### src/rtl/conv_sobel_window.sv
`default_nettype none
// ============================================================================
// Module   : conv_sobel_window
// Purpose  : 3x3 sliding window over three aligned row streams. Produces one
//            signed Sobel gradient (X or Y) per complete window over a
//            val/rdy output with a per-row last marker.
// Options  : `define CONV_SOBEL_WINDOW_STATS_EN adds out_count, a 16-bit
//            wrapping count of handshaken results since reset.
// Revision : 1.0 - initial release
// ============================================================================
module conv_sobel_window #(
  parameter int DATA_WIDTH = 32,
  // Must be at least DATA_WIDTH+3 so the gradient cannot overflow.
  parameter int OUT_WIDTH  = DATA_WIDTH + 3
) (
  input  logic                    clk,
  input  logic                    reset,
  input  logic [3:0]              win_dim,
  input  logic                    kernel_sel,
  input  logic [2:0]              in_val,
  output logic [2:0]              in_rdy,
  input  logic [3*DATA_WIDTH-1:0] in_msg,
  input  logic                    in_new_row,
  output logic                    out_val,
  input  logic                    out_rdy,
  output logic [OUT_WIDTH-1:0]    out_msg,
  output logic                    out_last
`ifdef CONV_SOBEL_WINDOW_STATS_EN
  ,
  output logic [15:0]             out_count
`endif
);

  localparam logic [1:0] S_EMPTY = 2'd0;
  localparam logic [1:0] S_ONE   = 2'd1;
  localparam logic [1:0] S_TWO   = 2'd2;
  localparam logic [1:0] S_FULL  = 2'd3;

  logic [1:0]              r_state;
  logic [1:0]              w_state_nxt;
  logic                    w_rdy;
  logic                    w_accept;
  logic                    w_produce;
  logic                    w_last;

  // The oldest column is only needed at the accept that shifts it out, so
  // just the two newer columns are stored; the post-shift window is
  // {r_c1, r_c2, in_msg} (oldest to newest).
  logic [3*DATA_WIDTH-1:0] r_c1;
  logic [3*DATA_WIDTH-1:0] r_c2;

  logic                    r_kernel;
  logic                    r_first;
  logic [3:0]              r_col_cnt;
  logic                    r_out_val;
  logic [OUT_WIDTH-1:0]    r_out_msg;
  logic                    r_out_last;

  logic [OUT_WIDTH-1:0]    w_t0, w_m0, w_b0;
  logic [OUT_WIDTH-1:0]    w_t1, w_b1;
  logic [OUT_WIDTH-1:0]    w_t2, w_m2, w_b2;
  logic [OUT_WIDTH-1:0]    w_gx;
  logic [OUT_WIDTH-1:0]    w_gy;

  function automatic logic [OUT_WIDTH-1:0] f_ext(input logic [DATA_WIDTH-1:0] px);
    return {{(OUT_WIDTH-DATA_WIDTH){1'b0}}, px};
  endfunction

  assign w_rdy    = !r_out_val || out_rdy;
  assign in_rdy   = {3{w_rdy}};
  assign w_accept = (&in_val) && w_rdy;

  assign out_val  = r_out_val;
  assign out_msg  = r_out_msg;
  assign out_last = r_out_last;

  // Zero-extended pixels of the post-shift window (column 0 = oldest).
  assign w_t0 = f_ext(r_c1[0*DATA_WIDTH +: DATA_WIDTH]);
  assign w_m0 = f_ext(r_c1[1*DATA_WIDTH +: DATA_WIDTH]);
  assign w_b0 = f_ext(r_c1[2*DATA_WIDTH +: DATA_WIDTH]);
  assign w_t1 = f_ext(r_c2[0*DATA_WIDTH +: DATA_WIDTH]);
  assign w_b1 = f_ext(r_c2[2*DATA_WIDTH +: DATA_WIDTH]);
  assign w_t2 = f_ext(in_msg[0*DATA_WIDTH +: DATA_WIDTH]);
  assign w_m2 = f_ext(in_msg[1*DATA_WIDTH +: DATA_WIDTH]);
  assign w_b2 = f_ext(in_msg[2*DATA_WIDTH +: DATA_WIDTH]);

  // Two's-complement wraparound of the subtraction yields the signed result.
  assign w_gx = (w_t2 + (w_m2 << 1) + w_b2) - (w_t0 + (w_m0 << 1) + w_b0);
  assign w_gy = (w_b0 + (w_b1 << 1) + w_b2) - (w_t0 + (w_t1 << 1) + w_t2);

  assign w_last = (win_dim != 4'd0) && (r_col_cnt == (win_dim - 4'd1));

  // Fill-state register.
  always_ff @(posedge clk) begin
    if (reset) begin
      r_state <= S_EMPTY;
    end else begin
      r_state <= w_state_nxt;
    end
  end

  // Fill-state advance: one step per accepted column, new_row restarts at ONE.
  always_comb begin
    w_state_nxt = r_state;
    if (w_accept) begin
      if (in_new_row) begin
        w_state_nxt = S_ONE;
      end else begin
        case (r_state)
          S_EMPTY: w_state_nxt = S_ONE;
          S_ONE:   w_state_nxt = S_TWO;
          default: w_state_nxt = S_FULL;
        endcase
      end
    end
  end

  // A result is due when an in-row accept completes the window.
  always_comb begin
    w_produce = 1'b0;
    if (w_accept && !in_new_row && (r_state == S_TWO || r_state == S_FULL)) begin
      w_produce = 1'b1;
    end
  end

  // Window shift on every accepted column; contents need no reset.
  always_ff @(posedge clk) begin
    if (w_accept) begin
      r_c1 <= r_c2;
      r_c2 <= in_msg;
    end
  end

  // Kernel selection is captured at row start and on the first accept after reset.
  always_ff @(posedge clk) begin
    if (reset) begin
      r_kernel <= 1'b0;
      r_first  <= 1'b1;
    end else if (w_accept) begin
      r_first <= 1'b0;
      if (in_new_row || r_first) begin
        r_kernel <= kernel_sel;
      end
    end
  end

  // Output column counter: clears at row start, wraps after the last result.
  always_ff @(posedge clk) begin
    if (reset) begin
      r_col_cnt <= 4'd0;
    end else if (w_accept && in_new_row) begin
      r_col_cnt <= 4'd0;
    end else if (w_produce) begin
      r_col_cnt <= w_last ? 4'd0 : r_col_cnt + 4'd1;
    end
  end

  // Output register: loads a new result (also while handshaking the old one),
  // otherwise drains on out_rdy and holds under backpressure.
  always_ff @(posedge clk) begin
    if (reset) begin
      r_out_val  <= 1'b0;
      r_out_msg  <= '0;
      r_out_last <= 1'b0;
    end else if (w_produce) begin
      r_out_val  <= 1'b1;
      r_out_msg  <= r_kernel ? w_gy : w_gx;
      r_out_last <= w_last;
    end else if (out_rdy) begin
      r_out_val  <= 1'b0;
    end
  end

`ifdef CONV_SOBEL_WINDOW_STATS_EN
  logic [15:0] r_out_count;

  // Count of handshaken results, wrapping at 16 bits.
  always_ff @(posedge clk) begin
    if (reset) begin
      r_out_count <= 16'd0;
    end else if (r_out_val && out_rdy) begin
      r_out_count <= r_out_count + 16'd1;
    end
  end

  assign out_count = r_out_count;
`endif

endmodule
`default_nettype wire
### config.mk
export PLATFORM = sky130hd
export DESIGN_NAME = conv_sobel_window
export DESIGN_NICKNAME = d
export VERILOG_FILES = /design/src/rtl/conv_sobel_window.sv
export SDC_FILE = /design/constraint.sdc
export NUM_CORES = 1
export LEC_CHECK = 0
export BUFFER_PORTS_ARGS = -buffer_cell sky130_fd_sc_hd__buf_2
export CAP_MARGIN = 10
export CORE_ASPECT_RATIO = 0.6
export CORE_MARGIN = 4
export CORE_UTILIZATION = 49
export CTS_BUF_LIST = sky130_fd_sc_hd__clkbuf_8
export DETAILED_ROUTE_END_ITERATION = 7
export PLACE_DENSITY_LB_ADDON = 0.15
export RECOVER_POWER = 25
export REMOVE_ABC_BUFFERS = 1
export SKIP_LAST_GASP = 1
export SYNTH_ARGS = -nofsm -noshare
export SYNTH_HDL_FRONTEND = slang
export SYNTH_SLANG_ARGS = --single-unit
### constraint.sdc
create_clock -name clk -period 11.2 [get_ports clk]
set_input_delay 0 -clock clk [delete_from_list [all_inputs] [get_ports clk]]
set_output_delay 0 -clock clk [all_outputs]
set_load 0.005 [all_outputs]
; ---- Yosys cells after proc, flatten, opt, wreduce, memory -nomap -nowiden
; Index checks and enable logic that the tools add are counted.
[word_totals]
reg_bits = 237
input_bits = 108
output_inout_bits = 40
[classes]
add_sub_neg = 12
n_eq_ne = 4
muxes = 7
reduce_logical = 16
[ops]
columns = cell, n
row1 = $add A34 B32 Y35, 4
row2 = $add A32 B33 Y34, 4
row3 = $sub A35 B35 Y35, 2
row4 = $mux W35, 1
row5 = $logic_and A1 B1 Y1, 5
row6 = $add A4 B1 Y4 const B, 1
row7 = $eq A2 B2 Y1 const B, 2
row8 = $eq A4 B4 Y1, 1
row9 = $mux W4, 1
row10 = $pmux W2 S2, 1
row11 = $reduce_bool A4 Y1, 1
row12 = $sub A4 B1 Y4 const B, 1
row13 = $logic_or A1 B1 Y1, 3
row14 = $mux W1, 3
row15 = $reduce_and A3 Y1, 1
row16 = $eq A2 B1 Y1 const B, 1
row17 = $logic_not A1 Y1, 2
row18 = $logic_not A2 Y1, 1
row19 = $mux W2, 1
row20 = $reduce_and A2 Y1, 1
row21 = $reduce_bool A2 Y1, 1
row22 = $reduce_or A2 Y1, 1

; ---- Depth between registers and ports, before layout
; Gate-level depths: netlist of the first run.
[depth]
depth_word = 7
depth_mapped = 18

; ---- Worst setup path after synthesis of the first run
; OpenSTA, ideal clock, no wires.
[synth_timing]
path_kind = register to register
from = register r_out_val, in the netlist out_val
to = register r_out_msg[26], in the netlist out_msg[26]
setup_time_ns = 0.148
t_arrival_ns = 7.633
required_time_ns = 11.052
path_slack_ns = 3.420
stages_incl_launch_ff = 10
n_path_buf = 2
period_less_slack_ns = 7.780
path_cell_list = dfxtp_1 nand2b_1 and4_1 clkbuf_1 and3b_1 clkbuf_1 nand2_1 or4_1 mux2i_1 a211oi_1
[synth_via]
elab_chain_cells = 6
[synth_lines]
columns = item, line_no
row1 = from (decl), 55  ; logic r_out_val;
row2 = from (signal assigned), 162  ; r_out_val <= 1'b0;
row3 = from (signal assigned), 166  ; r_out_val <= 1'b1;
row4 = from (signal assigned), 170  ; r_out_val <= 1'b0;
row5 = $logic_not A1 Y1, 69  ; assign w_rdy = !r_out_val || out_rdy;
row6 = $logic_or A1 B1 Y1, 69
row7 = via w_rdy, 41  ; logic w_rdy;
row8 = $logic_and A1 B1 Y1, 71  ; assign w_accept = (&in_val) && w_rdy;
row9 = via w_accept, 42  ; logic w_accept;
row10 = $logic_and A1 B1 Y1 (2 in a row), 121  ; if (w_accept && !in_new_row && (r_state == S_TWO || r_state == S_FULL)) begin
row11 = $mux W1, 121
row12 = to (signal assigned), 167  ; r_out_msg <= r_kernel ? w_gy : w_gx;
row13 = to (decl), 56  ; logic [OUT_WIDTH-1:0] r_out_msg;
; The timed path passes the listed nets, and every way through them passes these cells.
; A chain may end at the register's enable or synchronous reset.

; ---- Final worst setup path of the first run
[layout_timing]
from = register r_c1[0]
to = register r_out_msg[31], in the netlist out_msg[31]
[layout_via]
elab_chain_cells = 4
[layout_lines]
columns = item, line_no
row1 = from (decl), 49  ; logic [3*DATA_WIDTH-1:0] r_c1;
row2 = from (signal assigned), 129  ; r_c1 <= r_c2;
row3 = "$add A32 B33 Y34, on equally long branches", "88, 89"
row4 = "$add A34 B32 Y35, on equally long branches", "88, 89"
row5 = "$sub A35 B35 Y35, on equally long branches", "88, 89"
row6 = $mux W35 *, 167
; Every way passes the cells marked *; elsewhere a longest branch is shown, timed or not.

==> summary.txt, run 1 <==
Run
  – Max-cap violations: 0

Worst setup path
  – Crit path DAT: 5320 ps
  – CP Cell Sequence: fa_1, inv_1, fa_1, fa_1, ha_1, fa_1, a211oi_1, o21ai_1, a31oi_1, o21ai_1, a41o_1, a31o_2, a311o_1, a21oi_1, a211oi_1
  – Worst reg2reg path depth: 15
  – Critical Path Slowest Stage Cell: fa_1
  – RR Startpoint: r_c1[0]
  – Delay-heaviest family, CP: compound AO/OA/AOI/OAI gates
  – Critical path buffers and inverters: 1
  – Setup crit end kind: flop
  – CP dominant cell by count: fa_1
  – Worst path max stage delay: between 500 and 600 ps
  – Crit Path Category: reg -> reg
  – Critical Path Fanout Max: 5
  – R2r endpoint: out_msg[31]
  – Reg2Reg Setup Slack: 6290 ps
  – Worst setup SP type: flop
  – CP required: 11620 ps

CTS
  – PostCTS Resize Cnt: 0
  – Postcts setup bufs: 0
  – Clk_lat worst skew: 580 ps
  – Inserted Clock Buffers: 38
  – CTS clk-pin slew, worst paths: 70 ps
  – TritonCTS clock tree: built
  – CTS Buffer Depth: 3
  – Hold_buf cts: 105
  – H-tree levels: 2
  – Clock root buffer: clkbuf_8
  – Clk sinks: 237

Power and ir drop
  – Register share of total power: 0.278
  – Combinational fraction of design power: 0.501
  – Pleak: 9.38 nW
  – P_sw: 1.44 mW
  – Peak VDD IR: 99.5 µV
  – Power per standard cell area: 171 nW/µm²
  – Clock power frac: 0.222
  – Pwr Total: roughly 3.6 mW
  – Internal power: 2.11 mW
  – Switching Fraction: 0.406

GRT
  – Met3 Use GR: 0.0463
  – Largest net degree at the start of global routing: 70
  – Global routing met1 resource utilization: 0.352
  – Grt total ovfl: 0
  – Busiest grt layer: met1
  – Initial antenna violation count: 0
  – Vias in the first global route: 12300
  – Tot GR Track Use: 0.219
  – Met2 Usage GRT: 0.311
  – First-pass GRT wire length: 67700 µm

Timing
  – Hold Vio Cnt, Final: 0
  – Tcrit/Tclk final: 0.438
  – # setup viols final: 0
  – WHS: 60.9 ps
  – Slew headroom: 0.326
  – Setup_tns: 0 ps
  – Minimum clock period: a little under 5000 ps
  – Slew @ Worst Pin: 1010 ps
  – FMAX: 0.204 GHz
  – RSZ-0062 raised after global routing: no
  – Slew Limit Fails: 0
  – Clock Skew: 26.8 ps

Die
  – Die ar.: 39700 µm²
  – Die height: 156 µm
  – Die width: roughly 250 µm
  – FP Rows: 53
  – IO Pins: 148
  – Initial Utilization: 0.503
  – Total core area: about 35000 µm²

Cells and area
  – Share of layout cells above drive strength 1: 0.0718
  – Nets: 2276
  – Layout area overhead: 16.3%
  – ANT cells: 0

Route
  – ANT nets after route: 0
  – Total Routed Length: 42200 µm
  – Vias per cell: 5.10
  – Initial DRC Count: 924
  – DR WL/cell: approximately 18 µm
  – DRC errors left: 0
  – Vias post-DR: 11900
  – Drt pass-1 iters: 5

Logic synthesis
  – Mapped Area: between 15000 and 20000 µm²
  – Post-synth top flop: edfxtp_1
  – Post-synthesis sequential area ratio: 0.373
  – Synth area leaders: edfxtp_1 (32%), fa_1 (28%), inv_1 (9.0%)
  – Post-synth top area cell: edfxtp_1
  – Post-Syn Area per Cell: 11.3 µm²
  – Ys Warns: 0
  – Synth cell types: 73
  – FF+latch count, synth: 237
  – Number of flops mapped to enable cells by yosys: 192
  – Yosys top cell area share: 0.323
  – Fraction of registers with async set/reset: 0
  – Gate Count Post-Synth: 1575

Hold path
  – Hold WC Path Type: in -> reg
  – Critical hold path startpoint: win_dim[2]
  – Worst hold path depth: 6
  – Worst hold endpoint: r_col_cnt[3]

Status
  – Status: finished, final reports clean

Place
  – Dpl hpwl: 32300 µm
  – Routability congestion estimate: ~0.84
  – # port buffers: 147
[power by group through the flow]
stage | sequential [mW] | combinational (mW) | clock, mW
after floorplan | 1.01 | 1.27 | 0
after global placement | 1.01 | 1.72 | 0
after detailed placement | 1.01 | 1.71 | 0
after CTS | 0.988 | 1.76 | 0.815
after global routing | 0.990 | 1.98 | 0.854
final | 0.988 | 1.78 | 0.789
[sequential cells by signal (all words and copies together), names as in the netlist]
name and flops:
r_c2 96, r_first 1, r_kernel 1, out_last 1
r_c1 96, out_msg 35, r_col_cnt 4, out_val 1
r_state 2
[per-layer routing]
layer / routed length [µm] / part of all wire
met5: 0 / 0
met2: 17300 / 0.41
met1: 21100 / 0.50
met4: 611 / 0.014
met3: 3160 / 0.075
[final cells by class]
| class | instances | area (µm²) |
|---|---|---|
| Clock buffer | 41 | 564 |
| Clock inverter | 27 | 203 |
| Fill cell | 2978 | 14700 |
| Inverter | 430 | 1610 |
| Multi-Input combinational cell | 874 | 9430 |
| Sequential cell | 237 | 6670 |
| Tap cell | 467 | 584 |
| Timing Repair Buffer | 258 | 1720 |
[worst max-delay path by stage]
stage	startpoint	end	slack [ps]	cells after the start
finish	r_c1[0]	out_msg[31]	6290	15
detailed placement	r_c1[0]	out_msg[31]	6310	15
floorplan	out_val	out_msg[26]	3200	7
CTS	r_c1[0]	out_msg[31]	6280	15
global route	r_c1[0]	out_msg[31]	5970	15
global placement	r_c1[0]	out_msg[31]	6440	15
[worst register-to-register path, cell delays in order, from the launching register on]
cell,delay [ps]
edfxtp_1,430
fa_1,530
inv_1,50
fa_1,380
fa_1,480
ha_1,240
fa_1,500
a211oi_1,340
o21ai_1,140
a31oi_1,290
o21ai_1,160
a41o_1,320
a31o_2,320
a311o_1,360
a21oi_1,140
a211oi_1,70
[placed cells by master (no fill, tap or decap), types with 6 or more instances in the layout]
cell | netlist | routed
a211oi_1 | 29 | 29
a21o_1 | 36 | 36
a21oi_1 | 76 | 76
a31oi_1 | 7 | 7
and3_1 | 9 | 9
buf_2 | 2 | 55
buf_4 | 3 | 6
clkbuf_1 | 25 | 92
clkbuf_8 | 0 | 41
clkinv_1 | 1 | 8
dfxtp_1 | 45 | 44
dlygate4sd3_1 | 0 | 105
edfxtp_1 | 192 | 192
fa_1 | 254 | 254
ha_1 | 75 | 75
inv_1 | 428 | 436
mux2i_1 | 11 | 11
nand2_1 | 50 | 50
nand3_1 | 14 | 14
nand4_1 | 9 | 9
nor2_1 | 65 | 65
nor2b_1 | 7 | 7
nor3_1 | 22 | 22
o211ai_1 | 8 | 8
o21ai_0 | 41 | 41
o21ai_1 | 6 | 6
o21bai_1 | 11 | 11
xnor2_1 | 40 | 40
xor2_1 | 17 | 17
[logic make-up after synthesis]
family / count (synthesis) / share of synthesized area
muxes: 11 / 0.00616
buffers and inverters: 464 / 0.0991
DFF: 237 / 0.373
AOI/OAI and AO/OA: 260 / 0.0960
and+or+nand+nor: 217 / 0.0603
adders and majority gates: 329 / 0.337
xor gates and xnor gates: 57 / 0.0279
[synth_stat cells, types with 6 or more instances]
cell type / n
nor2_1: 65
edfxtp_1: 192
xor2_1: 17
a211oi_1: 29
and3_1: 9
fa_1: 254
nand3_1: 14
nor3_1: 22
nor2b_1: 7
inv_1: 428
o21ai_0: 41
clkbuf_1: 25
a31oi_1: 7
ha_1: 75
xnor2_1: 40
nand2_1: 50
mux2i_1: 11
o21bai_1: 11
a21oi_1: 76
dfxtp_1: 45
o211ai_1: 8
o21ai_1: 6
nand4_1: 9
a21o_1: 36
[metrics by stage]
| step | worst slack, ps | utilization | cells | area [µm²] |
|---|---|---|---|---|
| floorplan | 3200 | - | 1541 | 17700 |
| global placement | 6440 | 0.538 | 2161 | 19100 |
| detailed placement | 6310 | 0.538 | 2161 | 19100 |
| CTS | 6280 | 0.589 | 2334 | 20900 |
| global route | 5970 | 0.586 | 2334 | 20800 |
| finish | 6290 | 0.586 | 2334 | 20800 |
Power figures use the tool's default switching activity.
==> run 2, diff against run 1 <==
==> constraint.sdc (replaced) <==
create_clock -name clk -period 4.5 [get_ports clk]
set_input_delay 0 -clock clk [delete_from_list [all_inputs] [get_ports clk]]
set_output_delay 0 -clock clk [all_outputs]
set_load 0.005 [all_outputs]
==> summary.txt, run 2 (synthesis results as in run 1) <==
Status
  – Status: finished, final reports clean

Timing
  – Minimum setup slack in the final design: about 56 ps
  – RSZ-0062 raised after global routing: yes
  – Clock Skew: 24.4 ps
  – # setup viols final: 0
  – Slew @ Worst Pin: between 1000 and 1500 ps
  – Setup_tns: 0 ps
  – Slew headroom: 0.285
  – Minimum clock period: 4440 ps
  – Tcrit/Tclk final: 0.988
  – Hold Vio Cnt, Final: 0
  – FMAX: 0.225 GHz
  – Slew Limit Fails: 0

Place
  – Routability congestion estimate: 0.917
  – Dpl hpwl: 33800 µm
  – Placed insts: 2235
  – # port buffers: 147
  – Setup WS pre-CTS: -271 ps

Worst setup path
  – Crit path DAT: slightly below 5000 ps
  – Crit Path Category: reg -> reg
  – Worst path max stage delay: between 600 and 700 ps
  – Critical path buffers and inverters: 2
  – Delay-heaviest family, CP: adder cells
  – Critical Path Slowest Stage Cell: fa_1
  – Critical Path Fanout Max: 6
  – CP required: 4980 ps
  – Setup crit end kind: flop
  – CP Cell Sequence: inv_1, fa_1, fa_1, fa_1, ha_1, nand4_1, or4_1, o22a_1, a311o_1, buf_4, xnor2_1, o22ai_1, a211oi_1
  – CP dominant cell by count: fa_1
  – Worst setup SP type: flop

Power and ir drop
  – Register share of total power: 0.251
  – Clock power frac: 0.199
  – Pleak: 10.0 nW
  – P_sw: 3.92 mW
  – Peak VDD IR: 223 µV
  – Switching Fraction: 0.400
  – Combinational fraction of design power: 0.550
  – Pwr Total: between 9 and 10 mW
  – Power per standard cell area: 449 nW/µm²
  – Internal power: 5.88 mW

Die
  – FP Rows: 53
  – Die width: between 200 and 300 µm
  – Total core area: 35500 µm²
  – Die ar.: 39700 µm²
  – IO Pins: 148
  – Die height: 156 µm
  – Initial Utilization: 0.503

Cells and area
  – ANT cells: 0
  – Non-Filler Instances: 2423
  – Layout area overhead: 22.2%
  – Commonest non-fill, non-tap cell in the layout: inv_1
  – Nets: 2360
  – Most frequent cells in the layout: inv_1 (439), fa_1 (251), edfxtp_1 (192), buf_2 (127), dlygate4sd3_1 (106)
  – Share of layout cells above drive strength 1: 0.177

Route
  – ANT nets after route: 0
  – Drt pass-1 iters: 6
  – Vias post-DR: 12300
  – Total Routed Length: 43900 µm
  – Initial DRC Count: between 800 and 900
  – DRC errors left: 0
  – DR WL/cell: 18.1 µm
  – Vias per cell: 5.07

CTS
  – TritonCTS clock tree: built
  – Clk sinks: 237
  – Clock root buffer: clkbuf_8
  – H-tree levels: 2
  – Inserted Clock Buffers: between 40 and 50
  – CTS clk-pin slew, worst paths: 70 ps
  – CTS Buffer Depth: 3
  – Clk_lat worst skew: 570 ps

GRT
  – Largest net degree at the start of global routing: 68
  – Tot GR Track Use: 0.227
  – Grt total ovfl: 0
  – First-pass GRT wire length: 70100 µm
  – Initial antenna violation count: 0
  – Vias in the first global route: about 13000

Run
  – Max-cap violations: 0

Hold path
  – Hold WC Path Type: in -> reg
[run 2: cell count changes in the layout (fill, tap and decap cells not counted), moves of 6 or more]
cell,delta
a211oi_2,+8
buf_2,+72
a21oi_2,+11
o21ai_0,-6
a21oi_1,-11
ha_1,-12
clkbuf_1,-75
buf_4,+80
ha_4,+8
a211oi_1,-8
[run 2: path summary, 6_finish.rpt]
kind,start,end,slack [ps],depth (start not counted)
max,r_c1[18],out_msg[30],60,13
min,win_dim[3],r_col_cnt[1],50,6
max reg2reg,r_c1[18],out_msg[30],60,13
min reg2reg,r_c2[38],r_c1[38],420,0
[run 2: power groups by stage]
stage | logic [mW] | registers [mW] | clock network (mW)
5_1_grt | 5.94 | 2.46 | 2.12
4_1_cts | 5.02 | 2.46 | 2.01
6_report | 5.39 | 2.46 | 1.95
3_3_place_gp | 4.83 | 2.50 | 0
3_5_place_dp | 4.84 | 2.50 | 0
2_1_floorplan | 3.17 | 2.51 | 0
[run 2: tightest hold or removal path: cells and delay by family]
family                 cells  cell delay, ps
AO/OA/AOI/OAI              2             180
buffers and inverters      1              90
AND/OR/NAND/NOR            3             300
[run 2: through the flow]
stage	utilization	cell area, µm²	hold WS, ps
detailed placement	0.553	19600	195
global route	0.615	21800	64.4
CTS	0.607	21500	16.7
floorplan	-	17700	69.1
finish	0.615	21800	54.8
global placement	0.553	19600	193
[run 2: layout make-up]
cell class                      count  area [µm²]
Tap cell                          467         584
Clock inverter                     30         155
Clock buffer                       46         633
Fill cell                        2902       13600
Timing Repair Buffer              339        2420
Inverter                          430        1610
Sequential cell                   237        6670
Multi-Input combinational cell    874        9750
[run 2: layer usage]
| layer | global-route usage | wire [µm] | vias to the layer above | share of wire |
|---|---|---|---|---|
| li1 | - | - | 5775 | - |
| met1 | 0.360 | 21100 | 6036 | 0.48 |
| met2 | 0.328 | 18600 | 421 | 0.42 |
| met3 | 0.0453 | 3550 | 54 | 0.081 |
| met4 | 0.0446 | 711 | 0 | 0.016 |
| met5 | 0 | 0 | - | 0 |
[run 2: what timing repair did]
item / 4_1_cts / 5_1_grt
resized for setup: 11 / 61
setup endpoints to repair: 9 / 21
setup buffers: 0 / 6
hold endpoints to repair: 114 / 0
cloned: 0 / 0
pin swaps: 5 / 38
hold buffers: 106 / 0
